`src/rtl/alu_seq_ctrl_if.sv`:
```
// rtl/alu_seq_ctrl_if.sv - host instruction/load handshake bundle for alu_seq_ctrl
//
// Purpose: groups the two host-side valid/ready channels of the sequencer.
// Signals:
//   instr_valid/instr_ready  instruction handshake, fields instr_op/rd/rs/rt
//   ld_valid/ld_ready        register preload handshake, fields ld_addr/ld_data
// Modports: master = host driving requests, slave = sequencer answering ready.
interface alu_seq_ctrl_if;
  logic       instr_valid;
  logic       instr_ready;
  logic [3:0] instr_op;
  logic [1:0] instr_rd;
  logic [1:0] instr_rs;
  logic [1:0] instr_rt;
  logic       ld_valid;
  logic       ld_ready;
  logic [1:0] ld_addr;
  logic [7:0] ld_data;

  modport master (
    output instr_valid, instr_op, instr_rd, instr_rs, instr_rt,
    output ld_valid, ld_addr, ld_data,
    input  instr_ready, ld_ready
  );

  modport slave (
    input  instr_valid, instr_op, instr_rd, instr_rs, instr_rt,
    input  ld_valid, ld_addr, ld_data,
    output instr_ready, ld_ready
  );
endinterface

```
`src/rtl/alu_seq_ctrl.sv`:
```
// rtl/alu_seq_ctrl.sv - instruction sequencer wrapping an external 8-bit ALU
//
// Purpose: accepts instructions, presents registered operands to the ALU,
// waits EXEC_CYCLES settle cycles, then writes back the result and flags.
// Ports:
//   clk, rst          clock, synchronous active-high reset
//   host (slave)      instruction and register-load handshakes
//   rd_addr/rd_data   combinational register-file observation port
//   alu_a/b/op        registered ALU operands and op_sel
//   alu_result, alu_c/z/n/ov  ALU outputs
//   flags             {C,Z,N,OV} of last legal instruction
//   done/err          retire pulse, err marks an illegal op
//   busy              not IDLE
//   instr_count       retired instruction count (wraps)
module alu_seq_ctrl #(
  parameter int unsigned EXEC_CYCLES = 1
) (
  input  logic              clk,
  input  logic              rst,
  alu_seq_ctrl_if.slave     host,
  input  logic [1:0]        rd_addr,
  output logic [7:0]        rd_data,
  output logic [7:0]        alu_a,
  output logic [7:0]        alu_b,
  output logic [3:0]        alu_op,
  input  logic [7:0]        alu_result,
  input  logic              alu_c,
  input  logic              alu_z,
  input  logic              alu_n,
  input  logic              alu_ov,
  output logic [3:0]        flags,
  output logic              done,
  output logic              err,
  output logic              busy,
  output logic [7:0]        instr_count
);

  localparam logic [1:0] S_IDLE = 2'd0;
  localparam logic [1:0] S_EXEC = 2'd1;
  localparam logic [1:0] S_WB   = 2'd2;

  localparam logic [3:0] CNT_INIT  = 4'(EXEC_CYCLES);
  localparam logic [3:0] CNT_START = 4'(EXEC_CYCLES - 1);

  logic [1:0] state_q, state_d;
  logic [3:0] cnt_q;
  logic [7:0] rf_q [4];
  logic [7:0] alu_a_q, alu_b_q;
  logic [3:0] alu_op_q;
  logic [1:0] rd_sel_q;
  logic       illegal_q;
  logic [7:0] res_q;
  logic [3:0] hflags_q;
  logic [3:0] flags_q;
  logic [7:0] count_q;

  logic ld_fire, instr_fire;

  always_comb begin
    host.ld_ready    = (state_q == S_IDLE);
    // Loads win over instructions so the register file never changes under
    // an instruction that is being accepted in the same cycle.
    host.instr_ready = (state_q == S_IDLE) && !host.ld_valid;
    ld_fire          = host.ld_valid && host.ld_ready;
    instr_fire       = host.instr_valid && host.instr_ready;

    state_d = state_q;
    case (state_q)
      S_IDLE:  if (instr_fire) state_d = S_EXEC;
      S_EXEC:  if (cnt_q == 4'd0) state_d = S_WB;
      S_WB:    state_d = S_IDLE;
      default: state_d = S_IDLE;
    endcase
  end

  always_ff @(posedge clk) begin
    if (rst) begin
      state_q   <= S_IDLE;
      cnt_q     <= CNT_INIT;
      for (int i = 0; i < 4; i++) rf_q[i] <= 8'h00;
      alu_a_q   <= 8'h00;
      alu_b_q   <= 8'h00;
      alu_op_q  <= 4'h0;
      rd_sel_q  <= 2'd0;
      illegal_q <= 1'b0;
      res_q     <= 8'h00;
      hflags_q  <= 4'h0;
      flags_q   <= 4'h0;
      count_q   <= 8'h00;
    end else begin
      state_q <= state_d;
      case (state_q)
        S_IDLE: begin
          if (ld_fire) begin
            rf_q[host.ld_addr] <= host.ld_data;
          end else if (instr_fire) begin
            // Operands are sampled here, so rd==rs/rt sees the old value.
            alu_a_q   <= rf_q[host.instr_rs];
            alu_b_q   <= rf_q[host.instr_rt];
            alu_op_q  <= host.instr_op;
            rd_sel_q  <= host.instr_rd;
            illegal_q <= (host.instr_op >= 4'd9);
            cnt_q     <= CNT_START;
          end
        end
        S_EXEC: begin
          if (cnt_q == 4'd0) begin
            res_q    <= alu_result;
            hflags_q <= {alu_c, alu_z, alu_n, alu_ov};
          end else begin
            cnt_q <= cnt_q - 4'd1;
          end
        end
        S_WB: begin
          count_q <= count_q + 8'd1;
          if (!illegal_q) begin
            rf_q[rd_sel_q] <= res_q;
            flags_q        <= hflags_q;
          end
        end
        default: ;
      endcase
    end
  end

  assign rd_data     = rf_q[rd_addr];
  assign alu_a       = alu_a_q;
  assign alu_b       = alu_b_q;
  assign alu_op      = alu_op_q;
  assign flags       = flags_q;
  assign done        = (state_q == S_WB);
  assign err         = (state_q == S_WB) && illegal_q;
  assign busy        = (state_q != S_IDLE);
  assign instr_count = count_q;

endmodule

```
`src/flat_wrapper.sv`:
```
// flat-port wrapper written by rule: the top's interface ports become plain ports
module alu_seq_ctrl_flat 
#(
  parameter int unsigned EXEC_CYCLES = 1
)
  (clk, rst, rd_addr, rd_data, alu_a, alu_b, alu_op, alu_result, alu_c, alu_z, alu_n, alu_ov, flags, done, err, busy, instr_count, host_instr_valid, host_instr_op, host_instr_rd, host_instr_rs, host_instr_rt, host_ld_valid, host_ld_addr, host_ld_data, host_instr_ready, host_ld_ready);
  alu_seq_ctrl_if host_i ();
  input  logic clk;
  input  logic rst;
  input  logic [1:0] rd_addr;
  output logic [7:0] rd_data;
  output logic [7:0] alu_a;
  output logic [7:0] alu_b;
  output logic [3:0] alu_op;
  input  logic [7:0] alu_result;
  input  logic alu_c;
  input  logic alu_z;
  input  logic alu_n;
  input  logic alu_ov;
  output logic [3:0] flags;
  output logic done;
  output logic err;
  output logic busy;
  output logic [7:0] instr_count;
  input wire logic [$bits(host_i.instr_valid)-1:0] host_instr_valid;
  input wire logic [$bits(host_i.instr_op)-1:0] host_instr_op;
  input wire logic [$bits(host_i.instr_rd)-1:0] host_instr_rd;
  input wire logic [$bits(host_i.instr_rs)-1:0] host_instr_rs;
  input wire logic [$bits(host_i.instr_rt)-1:0] host_instr_rt;
  input wire logic [$bits(host_i.ld_valid)-1:0] host_ld_valid;
  input wire logic [$bits(host_i.ld_addr)-1:0] host_ld_addr;
  input wire logic [$bits(host_i.ld_data)-1:0] host_ld_data;
  output wire logic [$bits(host_i.instr_ready)-1:0] host_instr_ready;
  output wire logic [$bits(host_i.ld_ready)-1:0] host_ld_ready;
  assign host_i.instr_valid = host_instr_valid;
  assign host_i.instr_op = host_instr_op;
  assign host_i.instr_rd = host_instr_rd;
  assign host_i.instr_rs = host_instr_rs;
  assign host_i.instr_rt = host_instr_rt;
  assign host_i.ld_valid = host_ld_valid;
  assign host_i.ld_addr = host_ld_addr;
  assign host_i.ld_data = host_ld_data;
  assign host_instr_ready = host_i.instr_ready;
  assign host_ld_ready = host_i.ld_ready;
  alu_seq_ctrl #(.EXEC_CYCLES(EXEC_CYCLES)) u_core (.clk(clk), .rst(rst), .host(host_i), .rd_addr(rd_addr), .rd_data(rd_data), .alu_a(alu_a), .alu_b(alu_b), .alu_op(alu_op), .alu_result(alu_result), .alu_c(alu_c), .alu_z(alu_z), .alu_n(alu_n), .alu_ov(alu_ov), .flags(flags), .done(done), .err(err), .busy(busy), .instr_count(instr_count));
endmodule
```
`config.mk`:
```
export PLATFORM = sky130hd
export DESIGN_NAME = alu_seq_ctrl_flat
export DESIGN_NICKNAME = d
export VERILOG_FILES = /design/src/rtl/alu_seq_ctrl_if.sv /design/src/rtl/alu_seq_ctrl.sv /design/src/flat_wrapper.sv
export SDC_FILE = /design/constraint.sdc
export NUM_CORES = 1
export LEC_CHECK = 0
export ABC_AREA = 0
export BUFFER_PORTS_ARGS = -buffer_cell sky130_fd_sc_hd__buf_4
export CAP_MARGIN = 20
export CORE_MARGIN = 2
export CORE_UTILIZATION = 35
export CTS_BUF_LIST = sky130_fd_sc_hd__clkbuf_8
export CTS_CLUSTER_SIZE = 12
export DETAILED_ROUTE_END_ITERATION = 16
export GPL_ROUTABILITY_DRIVEN = 0
export PLACE_DENSITY_LB_ADDON = 0.15
export SKIP_LAST_GASP = 1
export SYNTH_ARGS = -nofsm -noshare
export SYNTH_HDL_FRONTEND = slang
export SYNTH_SLANG_ARGS = --single-unit
```
`constraint.sdc`:
```
create_clock -name clk -period 4.1 [get_ports clk]
set_clock_uncertainty 0.2 [all_clocks]
set_input_delay 0.82 -clock clk [delete_from_list [all_inputs] [get_ports clk]]
set_output_delay 0.82 -clock clk [all_outputs]
set_load 0.02 [all_outputs]
```
==> summary.txt <==
Die ar. -> 12800 um2
Hold-fix buffers, CTS -> 0
Syn_nets -> 428
Num rows -> 39
Detail Route Antenna Nets -> 0
Final worst path period share -> 0.704
Status -> complete, no violations
Cell type with the highest aggregate area in the netlist -> dfxtp_1
CTS root buffer -> clkbuf_8
Router iterations before antenna repair -> 4
Yosys warnings -> 0
Cell Chain, Critical Path -> or4b_1, o21a_1, o31ai_2
Pleak -> 1.86 nW
Max IR drop VDD -> 126 uV
Top FF cell, synth -> dfxtp_1
Core ar. -> 11600 um2
Startpoint types -> flop
Worst Hold Class -> flop to flop
Critical Path End Type -> flop
Distinct cells, synth -> 51
Post-CTS Repair Setup Buffers -> 0
Worst-Margin Slew -> 1.00 ns
Final Max Tran Viols -> 0
Worst slew margin -> 0.332
Fill count -> 1108
Pwr Density -> 341 nW/um2
Hold Fails Final Rpt -> 0
Synth Cell Area -> 4180 um2
H-tree depth reported by CTS -> 3
Flop2flop setup slack -> 1.21 ns
I/O Pins -> 83
Die width -> 113 um
CTS Buffer Depth -> 2
Seq/Total Area, Yosys -> 0.483
CP bufs+invs -> 0
Clk slew on worst S/H paths -> 0.08 ns
Final min period -> 2.89 ns
RSZ-0062 raised after global routing -> false
Commonest non-fill, non-tap cell in the layout -> buf_4
Die H -> 113 um
Wire per inst -> 16.8 um
Max incr delay on CP -> 0.66 ns
Vias in the first global route -> 2917
Layout area overhead -> 20.5%
Commonest non-fill, non-tap cells in the layout -> buf_4, dfxtp_1, nand2_1
Post-synth top area share -> 0.254
Resized cells post-CTS -> 0
CP max FO -> 15
Max Clk Rate -> 347 MHz
Nets@finish -> 495
Synth top area cells -> dfxtp_1, edfxtp_1, mux4_2
Drt via density -> 5.38
Wirelength, routed -> 10100 um
Setup-failing EPs final -> 0
Crit path kind -> flop to flop
CP required -> 3.89 ns
Total congestion overflow -> 0
Cell family with most CP delay -> compound AO/OA/AOI/OAI gates
Synth Register Bits -> 85
Initial DRC count -> 150
Antenna violations before repair -> 0
Hpwl dp -> 7580 um
Diode count -> 0
# clock sinks -> 85
Cells after synthesis -> 387
Remaining DRCs -> 0
Pin count of the biggest net entering global routing -> 56
GRT Total Usage -> 0.159
CTS tree -> yes
Initial Utilization -> 0.362
Setup TNS -> 0 ns
CP max-delay cell -> dfxtp_1
PortBufs -> 82
Critical path arrival -> 2.67 ns
Hold_ws -> 0.258 ns
DR vias -> 3241
Number of synthesized flops with an enable pin -> 32
Inserted Clock Buffers -> 9
Max Cap Violations -> 0
First-pass GRT wire length -> 15800 um
Async SR Flop Fraction -> 0
Layout cells sized above 1 -> 0.314
Clk Latency, worst-skew pair -> 0.35 ns
Avg Inst Size Synth -> 10.8 um2
-- logic make-up (layout without fill, tap and decap cells) --
logic type               after synthesis  in the layout  share of synthesized area
AO/OA/AOI/OAI                         95             95                      0.142
XOR/XNOR                               2              2                    0.00419
adder cells (fa/ha/maj)                3              3                    0.00897
buffers and inverters                 47            119                     0.0508
flip-flops                            85             85                      0.483
multiplexers                          29             29                      0.141
AND/OR/NAND/NOR                      126            126                      0.169
-- worst reg2reg max path: stages, from the launching register on --
cell and delay [ns]:
dfxtp_1 0.66, or4b_1 0.62, o21a_1 0.39, o31ai_2 0.65
-- report_power, final --
group | total, mW | leakage (nW) | internal, mW | switching, mW
registers | 0.948 | 0.764 | 0.915 | 0.0334
logic | 0.275 | 1.00 | 0.122 | 0.153
clock network | 0.497 | 0.0904 | 0.212 | 0.286
total | 1.72 | 1.86 | 1.25 | 0.472
-- flip-flops by register name, summed over array words and instances, names as in the netlist --
name	flops
u_core.cnt_q	4
u_core.state_q	2
u_core.alu_b	8
u_core.alu_op	4
u_core.flags	4
u_core.illegal_q	1
u_core.hflags_q	4
u_core.alu_a	8
u_core.res_q	8
u_core.instr_count	8
u_core.rf_q	32
u_core.rd_sel_q	2
-- final cells by class --
class	instances	area [um2]	area share
Clock buffer	9	124	0.0246
Clock inverter	7	36.3	0.00720
Inverter	14	52.6	0.0104
Multi-Input combinational cell	255	1960	0.389
Sequential cell	85	2020	0.401
Tap cell	143	179	0.0355
Timing Repair Buffer	89	668	0.133
-- cell usage after synthesis (all sizes together), types with 3 or more instances --
cell and count:
a211oi 4, a21oi 44, a22oi 8, a32oi 7, buf 20, clkbuf 13, dfxtp 53, edfxtp 32
ha 3, inv 14, mux2i 5, mux4 24, nand2 49, nand3 13, nor2 13, nor3 17
nor4 8, nor4b 3, o211ai 3, o21ai 17, o31ai 4, or3 4, or4 4, or4b 3
-- stage by stage --
step	setup WS, ns	util	instances	power, mW	cell area, um2
CTS	1.21	0.436	602	1.74	5040
floorplan	1.06	-	387	1.13	4180
finish	1.21	0.436	602	1.72	5040
global route	1.06	0.436	602	1.79	5040
global placement	0.995	0.422	586	1.24	4880
detailed placement	0.927	0.422	586	1.25	4880
-- layer usage --
metal,GRT usage,vias to the layer above,share of wire
met5,0,-,0
met2,0.226,92,0.45
li1,-,1596,-
met4,0.0789,0,0.013
met3,0.0268,8,0.041
met1,0.235,1545,0.49
-- final timing paths --
kind                                        from                              end  cells after the start
setup reg to reg  u_core.state_q[1]$_SDFFE_PP0P_  u_core.rf_q[0][2]$_SDFFCE_PN0P_                      3
hold / removal      u_core.alu_b[3]$_SDFFE_PP0P_     u_core.alu_b[3]$_SDFFE_PP0P_                      2
hold reg to reg     u_core.alu_b[3]$_SDFFE_PP0P_     u_core.alu_b[3]$_SDFFE_PP0P_                      2
setup / recovery  u_core.state_q[1]$_SDFFE_PP0P_  u_core.rf_q[0][2]$_SDFFCE_PN0P_                      3
No activity file was read; power rests on OpenSTA's default activity.
